--- config.mk ---
export PLATFORM = sky130hd
export DESIGN_NAME = lut_wvf_monitor
export DESIGN_NICKNAME = d
export VERILOG_FILES = /design/src/rtl/lut_wvf_pkg.sv /design/src/rtl/lut_wvf_minmax.sv /design/src/rtl/lut_wvf_monitor.sv
export SDC_FILE = /design/constraint.sdc
export NUM_CORES = 1
export LEC_CHECK = 0
export ABC_AREA = 1
export ABC_CLOCK_PERIOD_IN_PS = 3200
export CAP_MARGIN = 20
export CORE_MARGIN = 3
export CORE_UTILIZATION = 55
export DETAILED_ROUTE_END_ITERATION = 10
export PLACE_DENSITY_LB_ADDON = 0.12
export SYNTH_ARGS = -nofsm -noshare
export SYNTH_HDL_FRONTEND = slang
export SYNTH_SLANG_ARGS = --single-unit
--- constraint.sdc ---
create_clock -name CLK_SYS -period 3.2 [get_ports CLK_SYS]
set_input_delay 0.8 -clock CLK_SYS [delete_from_list [all_inputs] [get_ports CLK_SYS]]
set_output_delay 0.8 -clock CLK_SYS [all_outputs]
set_load 0.02 [all_outputs]
--- src/rtl/lut_wvf_pkg.sv ---
// Shared definitions for the LUT waveform generator and monitor: FSM encoding and default widths.
// No logic, so no latency and no backpressure.
package lut_wvf_pkg;
  localparam logic [1:0] ST_IDLE = 2'd0;
  localparam logic [1:0] ST_SYNC = 2'd1;
  localparam logic [1:0] ST_RUN  = 2'd2;

  localparam int DEF_BITWIDTH  = 16;
  localparam int DEF_CNT_WIDTH = 16;
endpackage

--- src/rtl/lut_wvf_minmax.sv ---
// Running min/max over one period; the first sample after clr loads both extremes directly.
// cur_min/cur_max already include a sample presented this cycle; it has no backpressure.
module lut_wvf_minmax
  import lut_wvf_pkg::*;
#(
  parameter int BITWIDTH = DEF_BITWIDTH
) (
  input  logic                clk,
  input  logic                rst,
  input  logic                clr,
  input  logic                smp_vld,
  input  logic [BITWIDTH-1:0] smp,
  output logic [BITWIDTH-1:0] cur_min,
  output logic [BITWIDTH-1:0] cur_max
);
  logic [BITWIDTH-1:0] min_q, min_d, max_q, max_d;
  logic                first_q, first_d;

  always_comb begin
    cur_min = min_q;
    cur_max = max_q;
    if (smp_vld) begin
      if (first_q || (smp <= min_q)) cur_min = smp;
      if (first_q || (smp >= max_q)) cur_max = smp;
    end
    // clr wins over the update; the caller samples cur_* in the same cycle
    min_d   = clr ? '1   : cur_min;
    max_d   = clr ? '0   : cur_max;
    first_d = clr ? 1'b1 : (first_q & ~smp_vld);
  end

  always_ff @(posedge clk) begin
    if (rst) begin
      min_q   <= '1;
      max_q   <= '0;
      first_q <= 1'b1;
    end else begin
      min_q   <= min_d;
      max_q   <= max_d;
      first_q <= first_d;
    end
  end
endmodule

--- src/rtl/lut_wvf_monitor.sv ---
// Measures each waveform period (samples, cycles, min, max) and flags length/timeout errors.
// Result regs update one cycle after the end sample; input is a pure strobe stream, no backpressure.
module lut_wvf_monitor
  import lut_wvf_pkg::*;
#(
  parameter int BITWIDTH    = DEF_BITWIDTH,
  parameter int LUT_SIZE    = 64,
  parameter int CNT_WIDTH   = DEF_CNT_WIDTH,
  parameter int TIMEOUT_CYC = 65535
) (
  input  logic                 CLK_SYS,
  input  logic                 RST,
  input  logic                 EN,
  input  logic                 DIN_VLD,
  input  logic [BITWIDTH-1:0]  DIN,
  input  logic                 DIN_END,
  output logic                 SYNC_DONE,
  output logic                 RESULT_VLD,
  output logic [CNT_WIDTH-1:0] SMP_CNT,
  output logic [CNT_WIDTH-1:0] PERIOD_CYC,
  output logic [BITWIDTH-1:0]  VAL_MIN,
  output logic [BITWIDTH-1:0]  VAL_MAX,
  output logic [7:0]           NUM_PERIODS,
  output logic                 ERR_LEN,
  output logic                 ERR_TMO
);
  localparam logic [CNT_WIDTH-1:0] LUT_SIZE_C = CNT_WIDTH'(LUT_SIZE);
  localparam logic [CNT_WIDTH-1:0] TMO_C      = CNT_WIDTH'(TIMEOUT_CYC);

  logic [1:0]           state_q, state_d;
  logic [CNT_WIDTH-1:0] smp_q, smp_d, cyc_q, cyc_d;
  logic [CNT_WIDTH-1:0] smp_cnt_q, smp_cnt_d, period_cyc_q, period_cyc_d;
  logic [BITWIDTH-1:0]  val_min_q, val_min_d, val_max_q, val_max_d;
  logic [7:0]           num_q, num_d;
  logic                 err_len_q, err_len_d, err_tmo_q, err_tmo_d;
  logic                 result_vld_q, result_vld_d;

  logic                 run_act, end_smp, mm_clr;
  logic [CNT_WIDTH-1:0] smp_inc, cyc_inc;
  logic [BITWIDTH-1:0]  cur_min, cur_max;

  assign run_act = EN && (state_q == ST_RUN);
  assign end_smp = DIN_VLD && DIN_END;
  assign smp_inc = (&smp_q) ? smp_q : smp_q + 1'b1;
  assign cyc_inc = (&cyc_q) ? cyc_q : cyc_q + 1'b1;

  always_comb begin
    state_d      = state_q;
    smp_d        = '0;
    cyc_d        = '0;
    mm_clr       = 1'b1;
    smp_cnt_d    = smp_cnt_q;
    period_cyc_d = period_cyc_q;
    val_min_d    = val_min_q;
    val_max_d    = val_max_q;
    num_d        = num_q;
    err_len_d    = err_len_q;
    err_tmo_d    = err_tmo_q;
    result_vld_d = 1'b0;
    if (!EN) begin
      state_d = ST_IDLE;
    end else begin
      case (state_q)
        ST_IDLE: state_d = ST_SYNC;
        ST_SYNC: if (end_smp) state_d = ST_RUN;
        ST_RUN: begin
          mm_clr = 1'b0;
          cyc_d  = cyc_inc;
          smp_d  = DIN_VLD ? smp_inc : smp_q;
          // an end sample landing on the timeout cycle still completes the period
          if (end_smp) begin
            smp_cnt_d    = smp_inc;
            period_cyc_d = cyc_inc;
            val_min_d    = cur_min;
            val_max_d    = cur_max;
            num_d        = num_q + 8'd1;
            result_vld_d = 1'b1;
            if (smp_inc != LUT_SIZE_C) err_len_d = 1'b1;
            smp_d  = '0;
            cyc_d  = '0;
            mm_clr = 1'b1;
          end else if (cyc_inc >= TMO_C) begin
            err_tmo_d = 1'b1;
            state_d   = ST_SYNC;
            smp_d     = '0;
            cyc_d     = '0;
            mm_clr    = 1'b1;
          end
        end
        default: state_d = ST_IDLE;
      endcase
    end
  end

  always_ff @(posedge CLK_SYS) begin
    if (RST) begin
      state_q      <= ST_IDLE;
      smp_q        <= '0;
      cyc_q        <= '0;
      smp_cnt_q    <= '0;
      period_cyc_q <= '0;
      val_min_q    <= '0;
      val_max_q    <= '0;
      num_q        <= '0;
      err_len_q    <= 1'b0;
      err_tmo_q    <= 1'b0;
      result_vld_q <= 1'b0;
    end else begin
      state_q      <= state_d;
      smp_q        <= smp_d;
      cyc_q        <= cyc_d;
      smp_cnt_q    <= smp_cnt_d;
      period_cyc_q <= period_cyc_d;
      val_min_q    <= val_min_d;
      val_max_q    <= val_max_d;
      num_q        <= num_d;
      err_len_q    <= err_len_d;
      err_tmo_q    <= err_tmo_d;
      result_vld_q <= result_vld_d;
    end
  end

  lut_wvf_minmax #(.BITWIDTH(BITWIDTH)) u_minmax (
    .clk     (CLK_SYS),
    .rst     (RST),
    .clr     (mm_clr),
    .smp_vld (DIN_VLD && run_act),
    .smp     (DIN),
    .cur_min (cur_min),
    .cur_max (cur_max)
  );

  assign SYNC_DONE   = (state_q == ST_RUN);
  assign RESULT_VLD  = result_vld_q;
  assign SMP_CNT     = smp_cnt_q;
  assign PERIOD_CYC  = period_cyc_q;
  assign VAL_MIN     = val_min_q;
  assign VAL_MAX     = val_max_q;
  assign NUM_PERIODS = num_q;
  assign ERR_LEN     = err_len_q;
  assign ERR_TMO     = err_tmo_q;
endmodule
==> results.py <==
metrics = {
    "timing": {
        "fin_hold_ws_ns": 0.462,
        "clock.fmax_ghz": 0.351,
        "min_period_ns": 2.85,
        "tightest_slew_ns": 0.480,
        "final_max_slew_viol_count": 0,
        "min_period_over_period_pct": 89.0,
        "tns_ns": 0,
        "setup_ws_ns": 0.353,
        "hold_viol": 0,
        "slew-limit-headroom_pct": 68.0,
        "fin_skew_ns": 0.00595,
        "finalSetupViolations": 0,
        "rsz0062_at_grt": "no",
    },
    "route": {
        "drt_wl_total_um": 17500,
        "drtAntennaViolNets": 0,
        "post_drt_wl_per_cell_um": 13.7,
        "vias": 6628,
        "drcViolationCount": 0,
        "vias_per_cell": 5.20,
        "first_pass_iters": 5,
        "drt-initial-drc-count": 458,
    },
    "cells_and_area": {
        "num_antenna_cells": 0,
        "nets": 1150,
        "layout-drive-gt1-share_pct": 5.42,
        "area_growth_pct": 24.8,
        "finalNonFillerCells": 1275,
        "final_util_pct": 71.2,
        "final_cell_area_mm2": 0.00869,
    },
    "critical_path": {
        "path_cells": "ha_1, inv_1, nor2_2, nand2_2, nor2_4, inv_2, nand2_1, nand3_1, nor2_1, nand3_1, nand2_2, inv_2, o21ai_0",
        "startpoint": "cyc_q[0]",
        "crit_fanout": 23,
        "r2r_start": "cyc_q[0]",
        "slowest_stage": "dfxtp_1",
        "arrival_ns": 3.20,
        "path_buf_inv": 3,
        "critPathCaptureType": "register",
        "worst-setup-path-type": "reg2reg",
        "crit_family": "simple AND/OR/NAND/NOR gates",
        "cp.required_ns": 3.56,
        "start_kind": "register",
        "slowest_delay_ns": 0.43,
    },
    "cts": {
        "cts_hold_buf": 0,
        "root_buffer": "clkbuf_16",
        "clock_path_buffers": 2,
        "ctsResizeCount": 0,
        "numCtsBuffers": 17,
        "cts_tree": "yes",
        "cts.sinks": 142,
        "postCtsSetupBuffers": 0,
        "insertion_delay_ns": 0.43,
        "cts_max_level": 4,
        "clkSlewWorstSetupHoldPaths_ns": 0.06,
    },
    "global_routing": {
        "grt_pass1_vias": 6127,
        "grt_overflow": 0,
        "grt_pass1_wl_um": 29300,
        "grt_max_degree": 114,
        "antenna_found_initial": 0,
        "grt_util_all_layers_pct": 25.5,
    },
    "hold_path": {
        "hp-start": "ERR_LEN",
        "holdCritPathClass": "reg2reg",
    },
    "place": {
        "numPlacedInstances": 1243,
        "io_buffers": 96,
        "place_area_mm2": 0.00812,
        "dp_slack_ns": 0.0352,
        "routabilityCongestion": 0.894,
        "hpwl_um": 12200,
    },
    "outcome": {
        "outcome": "completed",
    },
    "yosys": {
        "synth_top_cell_by_area": "dfxtp_1",
        "synth_cells": 1001,
        "synth-seq-cells": 142,
        "synth_xor_area_share_pct": 2.14,
        "ys_seq_area_share_pct": 40.8,
        "synth_largest_type_area_fraction_pct": 40.8,
        "synthMuxAreaShare_pct": 0,
        "netlist_area_mm2": 0.00697,
        "synth_area_per_cell_um2": 6.96,
        "ys_warn_count": 0,
        "synth_top_family_by_area": "simple AND/OR/NAND/NOR gates",
        "synth_fa_ha_area_share_pct": 6.29,
        "synth_area_leaders": "dfxtp_1 (41%), nand2_1 (9.9%), nor2_1 (9.3%)",
        "synth_compound_area_share_pct": 10.1,
        "synth_fp_nets": 1057,
        "synth-simple-area-share_pct": 30.8,
        "synth_cell_types": 30,
    },
    "floorplan": {
        "die-area_mm2": 0.0141,
        "io_pins": 97,
        "fp-row-count": 40,
        "die_x_um": 119,
        "die_h_um": 119,
        "initial_core_util_pct": 57.0,
        "core-area_mm2": 0.0122,
    },
    "power": {
        "p_leak_nw": 3.76,
        "p_total_mw": 3.83,
        "ir_worst_vdd_mv": 0.371,
        "powerDensity_mw_per_mm2": 440,
    },
    "flow_run": {
        "cap_violations": 0,
    },
}
==> path summary, 6_finish.rpt <==
path                      end  slack [ns]  cells past startpoint
max          u_minmax.first_q        0.35                     13
min                   ERR_LEN        0.46                      2
max reg2reg  u_minmax.first_q        0.35                     13
min reg2reg           ERR_LEN        0.46                      2
==> worst min-delay path, stage by stage, from the launching register on <==
cell and delay (ns):
dfxtp_1 0.31, nand2_1 0.06, nand2_1 0.05
==> final cells by class <==
cell class	count	area, µm²
inverters	134	503
repair buffers	113	1120
fillers	1080	3520
clock inverters	11	116
well taps	168	210
clock buffers	21	460
multi-input cells	686	3440
flip-flops and latches	142	2840
==> state kept, by name, indices dropped and copies added, names as in the netlist <==
signal and flops:
state_q 2, RESULT_VLD 1, u_minmax.max_q 16, NUM_PERIODS 8
ERR_TMO 1, u_minmax.min_q 16, u_minmax.first_q 1, VAL_MIN 16
ERR_LEN 1, SMP_CNT 16, PERIOD_CYC 16, VAL_MAX 16
cyc_q 16, smp_q 16
==> cells in the mapped netlist (all sizes together) <==
master  number
o211ai       7
nor4         3
nor3        10
nor2       178
nand4       15
buf         14
o21a         3
o21bai       3
a21oi       67
nor3b        2
clkbuf      25
or2          1
o21ai       33
dfxtp      142
a31oi        2
nand3b       4
xor2         9
ha          35
xnor2        8
nand2      186
a211oi      12
nand3      108
inv        134
==> logic make-up (layout without fill, tap and decap cells) <==
kind of cell    Yosys count  count (layout)
buf+inv                 173             279
fa+ha+maj                35              35
xor+xnor                 17              17
compound gates          127             127
simple gates            507             507
flops                   142             142
==> power breakdown <==
part | total [mW] | leakage, nW | internal [mW] | switching, mW
clock network | 1.93 | 0.279 | 1.18 | 0.751
logic | 0.125 | 2.33 | 0.0495 | 0.0750
registers | 1.77 | 1.14 | 1.77 | 0.00148
total | 3.83 | 3.76 | 3.00 | 0.827
==> metal layers <==
layer	up-vias	GRT usage (%)	wire, µm
met3	33	7.56	1290
li1	3404	-	-
met1	2997	34.0	8100
met4	0	9.20	388
met5	-	0	0
met2	194	39.2	7690
==> placed cells by master, fill, tap and decap left out, types with 4 or more instances in the layout <==
| master | netlist | layout |
|---|---|---|
| inv_1 | 132 | 132 |
| clkdlybuf4s50_1 | 0 | 95 |
| a211oi_1 | 12 | 12 |
| nor2_1 | 172 | 171 |
| clkbuf_16 | 0 | 17 |
| nand2_1 | 184 | 184 |
| clkinv_2 | 0 | 5 |
| xnor2_1 | 8 | 8 |
| nor3_1 | 10 | 10 |
| nand4_1 | 15 | 15 |
| nand3b_1 | 4 | 4 |
| o211ai_1 | 7 | 7 |
| ha_1 | 35 | 35 |
| nand3_1 | 108 | 108 |
| a21oi_1 | 67 | 67 |
| nor2_2 | 5 | 5 |
| dfxtp_1 | 142 | 142 |
| xor2_1 | 9 | 9 |
| o21ai_0 | 30 | 30 |
| buf_4 | 0 | 14 |
Power figures use the tool's default switching activity.
